**src/rtl/prime_batch_feeder.sv**
```systemverilog
// prime_batch_feeder: buffers 8-bit candidates in a small FIFO and drives the
// primality core (N/Start out, Salida in) with fixed timing, since the core has
// no done flag. Each job yields a one-cycle tagged result and a running prime count.
//
// Ports:
//   Clk, Rst            clock, asynchronous active-high reset
//   In_Valid/In_Data    candidate offer; In_Ready = FIFO not full
//   N, Start            operand and start strobe to the core (registered)
//   Salida              core result, 1 = prime
//   Res_Valid/Res_N/Res_Prime  one-cycle result strobe with tag and primality
//   Prime_Count         saturating count of prime results since reset
//   Busy                high in every state except IDLE
module prime_batch_feeder #(
  parameter int unsigned DEPTH       = 4,
  parameter int unsigned WAIT_CYCLES = 600,
  parameter int unsigned START_LEN   = 2
) (
  input  logic       Clk,
  input  logic       Rst,
  input  logic       In_Valid,
  input  logic [7:0] In_Data,
  output logic       In_Ready,
  output logic [7:0] N,
  output logic       Start,
  input  logic       Salida,
  output logic       Res_Valid,
  output logic [7:0] Res_N,
  output logic       Res_Prime,
  output logic [7:0] Prime_Count,
  output logic       Busy
);

  localparam int unsigned PTR_W  = $clog2(DEPTH);
  localparam int unsigned CNT_W  = PTR_W + 1;
  localparam int unsigned WCNT_W = $clog2(WAIT_CYCLES + 1);
  localparam int unsigned PCNT_W = $clog2(START_LEN + 1);

  typedef enum logic [2:0] {
    S_IDLE,
    S_LOAD,
    S_PULSE,
    S_WAIT,
    S_CAPTURE
  } state_t;

  state_t            r_state;
  logic [7:0]        r_mem [DEPTH];
  logic [PTR_W-1:0]  r_wr_ptr;
  logic [PTR_W-1:0]  r_rd_ptr;
  logic [CNT_W-1:0]  r_count;
  logic [PCNT_W-1:0] r_pulse_cnt;
  logic [WCNT_W-1:0] r_wait_cnt;
  logic              r_salida;
  logic [7:0]        r_n;
  logic              r_start;
  logic              r_res_valid;
  logic [7:0]        r_res_n;
  logic              r_res_prime;
  logic [7:0]        r_prime_count;
  logic              r_busy;

  logic              w_full;
  logic              w_push;
  logic              w_pop;
  logic [7:0]        w_head;

  // Ready comes from the registered count, so a pop while full only frees a
  // slot from the following cycle on.
  assign w_full   = (r_count == CNT_W'(DEPTH));
  assign w_push   = In_Valid && !w_full;
  assign w_pop    = (r_state == S_IDLE) && (r_count != '0);
  assign w_head   = r_mem[r_rd_ptr];
  assign In_Ready = !w_full;

  // FIFO storage
  always_ff @(posedge Clk) begin
    if (w_push) begin
      r_mem[r_wr_ptr] <= In_Data;
    end
  end

  // FIFO pointers and occupancy; pointers wrap naturally (DEPTH is a power of two)
  always_ff @(posedge Clk or posedge Rst) begin
    if (Rst) begin
      r_wr_ptr <= '0;
      r_rd_ptr <= '0;
      r_count  <= '0;
    end else begin
      if (w_push) begin
        r_wr_ptr <= r_wr_ptr + PTR_W'(1);
      end
      if (w_pop) begin
        r_rd_ptr <= r_rd_ptr + PTR_W'(1);
      end
      case ({w_push, w_pop})
        2'b10:   r_count <= r_count + CNT_W'(1);
        2'b01:   r_count <= r_count - CNT_W'(1);
        default: r_count <= r_count;
      endcase
    end
  end

  // Job sequencer toward the core
  always_ff @(posedge Clk or posedge Rst) begin
    if (Rst) begin
      r_state       <= S_IDLE;
      r_pulse_cnt   <= '0;
      r_wait_cnt    <= '0;
      r_salida      <= 1'b0;
      r_n           <= '0;
      r_start       <= 1'b0;
      r_res_valid   <= 1'b0;
      r_res_n       <= '0;
      r_res_prime   <= 1'b0;
      r_prime_count <= '0;
      r_busy        <= 1'b0;
    end else begin
      r_res_valid <= 1'b0;
      case (r_state)
        S_IDLE: begin
          if (w_pop) begin
            r_n     <= w_head;
            r_busy  <= 1'b1;
            r_state <= S_LOAD;
          end
        end
        S_LOAD: begin
          // N has had one setup cycle; raise Start for START_LEN cycles
          r_start     <= 1'b1;
          r_pulse_cnt <= PCNT_W'(START_LEN);
          r_state     <= S_PULSE;
        end
        S_PULSE: begin
          r_pulse_cnt <= r_pulse_cnt - PCNT_W'(1);
          if (r_pulse_cnt == PCNT_W'(1)) begin
            r_start    <= 1'b0;
            r_wait_cnt <= WCNT_W'(WAIT_CYCLES);
            r_state    <= S_WAIT;
          end
        end
        S_WAIT: begin
          // Leaving as the counter steps to zero gives exactly WAIT_CYCLES cycles here
          r_wait_cnt <= r_wait_cnt - WCNT_W'(1);
          if (r_wait_cnt == WCNT_W'(1)) begin
            r_salida <= Salida;
            r_state  <= S_CAPTURE;
          end
        end
        S_CAPTURE: begin
          r_res_valid <= 1'b1;
          r_res_n     <= r_n;
          r_res_prime <= r_salida;
          if (r_salida && (r_prime_count != 8'hFF)) begin
            r_prime_count <= r_prime_count + 8'd1;
          end
          r_busy  <= 1'b0;
          r_state <= S_IDLE;
        end
        default: begin
          r_start <= 1'b0;
          r_busy  <= 1'b0;
          r_state <= S_IDLE;
        end
      endcase
    end
  end

  assign N           = r_n;
  assign Start       = r_start;
  assign Res_Valid   = r_res_valid;
  assign Res_N       = r_res_n;
  assign Res_Prime   = r_res_prime;
  assign Prime_Count = r_prime_count;
  assign Busy        = r_busy;

endmodule

```
**config.mk**
```make
export PLATFORM = sky130hd
export DESIGN_NAME = prime_batch_feeder
export DESIGN_NICKNAME = d
export VERILOG_FILES = /design/src/rtl/prime_batch_feeder.sv
export SDC_FILE = /design/constraint.sdc
export NUM_CORES = 1
export LEC_CHECK = 0
export ABC_AREA = 1
export BUFFER_PORTS_ARGS = -buffer_cell sky130_fd_sc_hd__buf_2
export CORE_ASPECT_RATIO = 0.5
export CORE_MARGIN = 4
export CORE_UTILIZATION = 35
export CTS_CLUSTER_DIAMETER = 100
export DETAILED_ROUTE_END_ITERATION = 7
export PLACE_DENSITY = 0.59
export RECOVER_POWER = 100
export SETUP_SLACK_MARGIN = 0.4
export SKIP_LAST_GASP = 1
export SYNTH_ARGS = -nofsm -noshare
export SYNTH_HDL_FRONTEND = slang
export SYNTH_SLANG_ARGS = --single-unit
```
**constraint.sdc**
```tcl
create_clock -name Clk -period 2.3 [get_ports Clk]
set_input_delay 0.115 -clock Clk [delete_from_list [all_inputs] [get_ports Clk]]
set_output_delay 0.115 -clock Clk [all_outputs]
set_load 0.01 [all_outputs]
```
**After elaboration in Yosys (flattened, before gate mapping)**

Memories as Yosys holds them, arrays and structs flattened. A register that Yosys moved wholly into a read port is not among the register bits.
Index checks and enable logic that the tools add are counted.

- Reductions and logical operators: 18
- Bitwise logic cells: 2
- Muxes and demuxes: 15
- Div/mod/pow operators: 0
- Multipliers: 0
- Equality and inequality tests: 13
- $lt $le $gt $ge: 0
- Add/sub/neg operators: 7
- Shift operators: 0

Operators with widths:

| cell | count |
|---|---|
| $pmux W10 S2 | 1 |
| $pmux W3 S4 | 1 |
| $reduce_and A2 Y1 | 6 |
| $eq A10 B1 Y1 const B | 1 |
| $mux W10 | 1 |
| $sub A10 B1 Y10 const B | 1 |
| $mux W3 | 3 |
| $add A8 B1 Y8 const B | 1 |
| $ne A8 B8 Y1 const B | 1 |
| $eq A3 B2 Y1 const B | 2 |
| $eq A3 B3 Y1 const B | 2 |
| $ne A2 B2 Y1 const B | 3 |
| $pmux W3 S2 | 1 |
| $reduce_bool A2 Y1 | 3 |
| $reduce_or A3 Y1 | 2 |
| $mux W1 | 5 |
| $add A2 B1 Y2 const B | 2 |
| $eq A2 B1 Y1 const B | 2 |
| $pmux W2 S2 | 1 |
| $add A3 B1 Y3 const B | 1 |
| $eq A3 B1 Y1 const B | 1 |
| $logic_and A1 B1 Y1 | 3 |
| $logic_not A3 Y1 | 1 |
| $pmux W1 S3 | 1 |
| other kinds (8) | 9 |

- Register bits after elaboration: 43
- Bits in read-only memories: 0
- Bits in latches: 0
- Input port bits: 12
- RAM bits: 32
- Logic and storage cells: 69
- Output and inout bits: 29
- Memories: 1

Memory list:

| name | depth | bits a word | rd ports | clocked after Yosys merged registers in | wr ports | line | source |
|---|---|---|---|---|---|---|---|
| r_mem | 4 | 8 | 1 | 1 | 1 | 47 | `logic [7:0] r_mem [DEPTH];` |

**Longest topological paths before layout**

- Word-level depth: 5
- Gate-level depth with buffers: 12

**Worst setup path after synthesis**

OpenSTA, ideal clock, no wires.

- Kind: register to register
- Start point: reg r_state[2]
- End point: reg r_count[2]
- Setup time: 0.131 ns
- Clock period less this slack: 2.029 ns
- Arrival time: 1.898 ns
- Setup slack: 0.271 ns
- Data required time: 2.169 ns
- Buffers on the path: 1
- Cell stages (with the launch flop): 13
- Path through: dfrtp_1 > inv_2 > nand2_1 > nor2_2 > nand2_2 > inv_4 > buf_6 > ha_1 > inv_1 > fa_1 > a21oi_1 > o21ai_0 > xor2_1

- Longest elaborated chain between the ends: 4
- Elaborated cells between the ends (all ways): 6
- Those cells by class: 2 x eq/ne; 1 x mux; 3 x reduce/logical

RTL lines:

| item | line | source |
|---|---|---|
| start: declaration | 46 | `state_t r_state;` |
| start signal: assignment | 106 | `r_state <= S_IDLE;` |
| start signal: assignment | 124 | `r_state <= S_LOAD;` |
| start signal: assignment | 131 | `r_state <= S_PULSE;` |
| $logic_not A3 Y1 * | 71 | `assign w_pop = (r_state == S_IDLE) && (r_count != '0);` |
| $logic_and A1 B1 Y1 * | 71 |  |
| via w_pop | 64 | `logic w_pop;` |
| $eq A2 B1 Y1 / $eq A2 B2 Y1 (equally long branches) | 95 | `case ({w_push, w_pop})` |
| $pmux W3 S2 / $reduce_bool A2 Y1 (equally long branches) | - |  |
| end signal: assignment | 96 | `2'b10: r_count <= r_count + CNT_W'(1);` |
| end signal: assignment | 97 | `2'b01: r_count <= r_count - CNT_W'(1);` |
| end signal: assignment | 98 | `default: r_count <= r_count;` |
| end: declaration | 50 | `logic [CNT_W-1:0] r_count;` |

The timed path passes the listed nets; every way through them passes the cells marked *.
A chain may end at the register's enable or synchronous reset.

**Final worst setup path**

- Start point: reg r_count[1]
- End point: reg r_count[2]

- Longest elaborated chain between the ends: 5
- Elaborated cells between the ends (all ways): 11
- Those cells by class: 2 x add/sub; 3 x eq/ne; 1 x mux; 5 x reduce/logical

RTL lines:

| item | line | source |
|---|---|---|
| $eq A3 B3 Y1 | 69 | `assign w_full = (r_count == CNT_W'(DEPTH));` |
| $logic_not A1 Y1 | 70 | `assign w_push = In_Valid && !w_full;` |
| $logic_and A1 B1 Y1 | 70 |  |
| $eq A2 B1 Y1 / $eq A2 B2 Y1 (equally long branches) | 95 |  |
| $pmux W3 S2 / $reduce_bool A2 Y1 (equally long branches) | - |  |

Several ways; a longest one is shown, not always the timed one.

==> impl_metrics.json <==
{
  "outcome": "finished clean",
  "n_fill_cell": 1034,
  "drv_slew": 0,
  "min_period_ps": 1960,
  "synth_nets": 421,
  "arrival_ps": 2170,
  "dp_hpwl_um": 4930,
  "skew_ps": 8.84,
  "routabilityCongestion": 0.767,
  "r2r-start": "r_count[1]$_DFFE_PP0P_",
  "htreeDepth": 3,
  "max_freq_ghz": 0.510,
  "grt_pass1_wl_um": 12200,
  "cp_max_fo": 8,
  "stdcell_count": 605,
  "die_h_um": 81.3,
  "cts_tree": "yes",
  "port_buffers": 40,
  "vias": 2670,
  "wirelength_um": 7160,
  "cp.required_ps": 2510,
  "critPathCaptureType": "flop",
  "crit_type": "flop to flop",
  "synth.most_common_cell": "nand2_1",
  "p_int_mw": 2.56,
  "via_per_inst": 4.41,
  "insertion_delay_ps": 340,
  "hold_class": "input port to flop",
  "post-place-ws_ps": 313,
  "synth_top_area_frac": 0.340,
  "drc": 0,
  "drive_gt1_frac": 0.0817,
  "synth_warnings": 0,
  "dp_cells": 578,
  "leakage_nw": 1.96,
  "peakVddDrop_mv": 0.397,
  "syn_area_um2": 3760,
  "ys_ff_latch": 83,
  "synthDistinctLibCells": 26,
  "wl_per_cell_um": 11.8,
  "seq_power_share": 0.513,
  "num_antenna_cells": 0,
  "overflow": 0,
  "async_flop_share": 0.614,
  "syn-instance-count": 399,
  "worst_setup_path_start_kind": "flop",
  "r2r_cells": 9,
  "switching_power_mw": 0.876,
  "first_iter_violations": 116,
  "fin_ws_ps": 339,
  "synthFlopType": "dfrtp_1",
  "path_clk_slew_ps": 70,
  "worstMarginPinSlew_ps": 1260,
  "coreArea_um2": 10300,
  "crit-reg2reg-capture": "r_count[2]$_DFFE_PP0P_",
  "fp.dieW_um": 155,
  "seq_area_um2": 2240,
  "areaGrowthSynthToFinish_pct": 17.9,
  "multi_input_area_um2": 1270,
  "initial_core_util": 0.363,
  "cts_made_buffers": 9,
  "grt_usage": 0.122,
  "grt_max_degree": 52,
  "yosysSeqAreaShare": 0.595,
  "synthTopCellsByCount": "93 x nand2_1, 57 x nor2_1, 51 x dfrtp_1, 45 x inv_1, 32 x edfxtp_1",
  "p_sw_frac": 0.255,
  "clock_path_buffers": 2,
  "r2r_slack_ps": 340,
  "finalNetCount": 482,
  "rsz0062_at_grt": "yes",
  "p_clk_frac": 0.385,
  "drv_cap": 0,
  "crit_path_end": "r_count[2]$_DFFE_PP0P_",
  "syn_avg_cell_area_um2": 9.42,
  "die_area_um2": 12600,
  "total_power_mw": 3.43,
  "worstSetupStartpoint": "r_count[1]$_DFFE_PP0P_",
  "clock_sinks": 83,
  "ios": 41,
  "ys_top_cells_by_area": "dfrtp_1 34%, edfxtp_1 26%, nand2_1 9.3%, nor2_1 5.7%, inv_1 4.5%",
  "tns_ps": 0,
  "setup_viol": 0,
  "antenna_found_initial": 0,
  "placement_rows": 26,
  "pwr_density_cell_nw_per_um2": 775,
  "max_slew_margin": 0.162,
  "synth_edf_count": 32,
  "fin_crit_sh": 0.853,
  "yosys.area.top_type": "dfrtp_1",
  "first_pass_iters": 4,
  "ant_nets": 0,
  "grt_pass1_vias": 2586,
  "hold_violations": 0,
  "pwr-share-comb": 0.103,
  "cts-root-buf": "clkbuf_16"
}
what timing repair did:
action                                  CTS  global route
gates cloned                              0             0
gates resized for setup                   2             7
endpoints found under the setup margin    1             7
hold buffers                              6             1
buffers inserted                          2             2
hold endpoints to repair                 68             4
per-layer routing:
| metal | up-vias | global-route usage | wire (µm) |
|---|---|---|---|
| met3 | 6 | 0.0367 | 188 |
| met5 | - | 0 | 0 |
| met2 | 26 | 0.199 | 3390 |
| li1 | 1408 | - | - |
| met4 | 0 | 0.0317 | 71 |
| met1 | 1230 | 0.161 | 3510 |
layout make-up:
class	instances	share of cell area
clock inverter	7	0.0119
clock buffer	9	0.0508
tap	140	0.0395
inverter	52	0.0457
multi-input combinational	258	0.286
sequential	83	0.505
timing repair buffer	56	0.0613
power groups by stage:
| stage | Sequential (mW) | Clock (mW) | Combinational (mW) |
|---|---|---|---|
| after floorplan | 1.77 | 0 | 0.240 |
| after global placement | 1.78 | 0 | 0.360 |
| after detailed placement | 1.79 | 0 | 0.360 |
| after CTS | 1.76 | 1.36 | 0.373 |
| after global routing | 1.77 | 1.43 | 0.418 |
| final | 1.76 | 1.32 | 0.352 |
worst min-delay path by stage:
stage | endpoint | start | slack, ps | cells after the start
after floorplan | r_mem[0][0]$_DFFE_PP_ | In_Data[0] | 210 | 0
final | r_mem[2][0]$_DFFE_PP_ | In_Data[0] | 90 | 1
after CTS | r_mem[3][1]$_DFFE_PP_ | In_Data[1] | 3 | 1
after detailed placement | r_salida$_DFFE_PP0P_ | Salida | 330 | 3
after global placement | r_salida$_DFFE_PP0P_ | Salida | 320 | 3
after global routing | r_mem[1][0]$_DFFE_PP_ | In_Data[0] | 90 | 1
cell usage in the layout (no fill, tap or decap), drive strengths merged, types with 7 or more instances in the layout:
master       instances
ha                   9
o21ai               45
dlygate4sd3          7
dfrtp               51
clkbuf              51
nor2                61
nand2               95
edfxtp              32
nand3               23
buf                  7
inv                 52
worst max-delay path, stage by stage, from the launching register on:
cell and delay [ps]:
dfrtp_1 380, inv_1 130, nand3_1 110, nand2_1 240, ha_1 190, inv_1 80
fa_2 360, a21oi_2 130, o21ai_1 80, xor2_1 140
metrics by stage:
stage                util  cell area, µm²  hold slack [ps]
floorplan               -            3760              214
CTS                 0.434            4490             3.14
global placement    0.400            4130              324
finish              0.428            4430             90.3
global route        0.428            4430             94.1
detailed placement  0.400            4130              327
flip-flops by register name, summed over array words and instances, names as in the netlist, 2 cells and up:
name and count:
N 8, Prime_Count 8, Res_N 8, r_count 3, r_mem 32, r_pulse_cnt 2
r_rd_ptr 2, r_state 3, r_wait_cnt 10, r_wr_ptr 2
logic make-up (layout without fill, tap and decap cells):
group,count (synthesis),count (layout),share of synthesized area
xor gates and xnor gates,10,10,0.0233
and+or+nand+nor,185,185,0.209
buffers and inverters,58,124,0.0646
DFF,83,83,0.595
AOI/OAI and AO/OA,53,53,0.0726
adders and majority gates,10,10,0.0353
(Power assumes the default switching activity.)
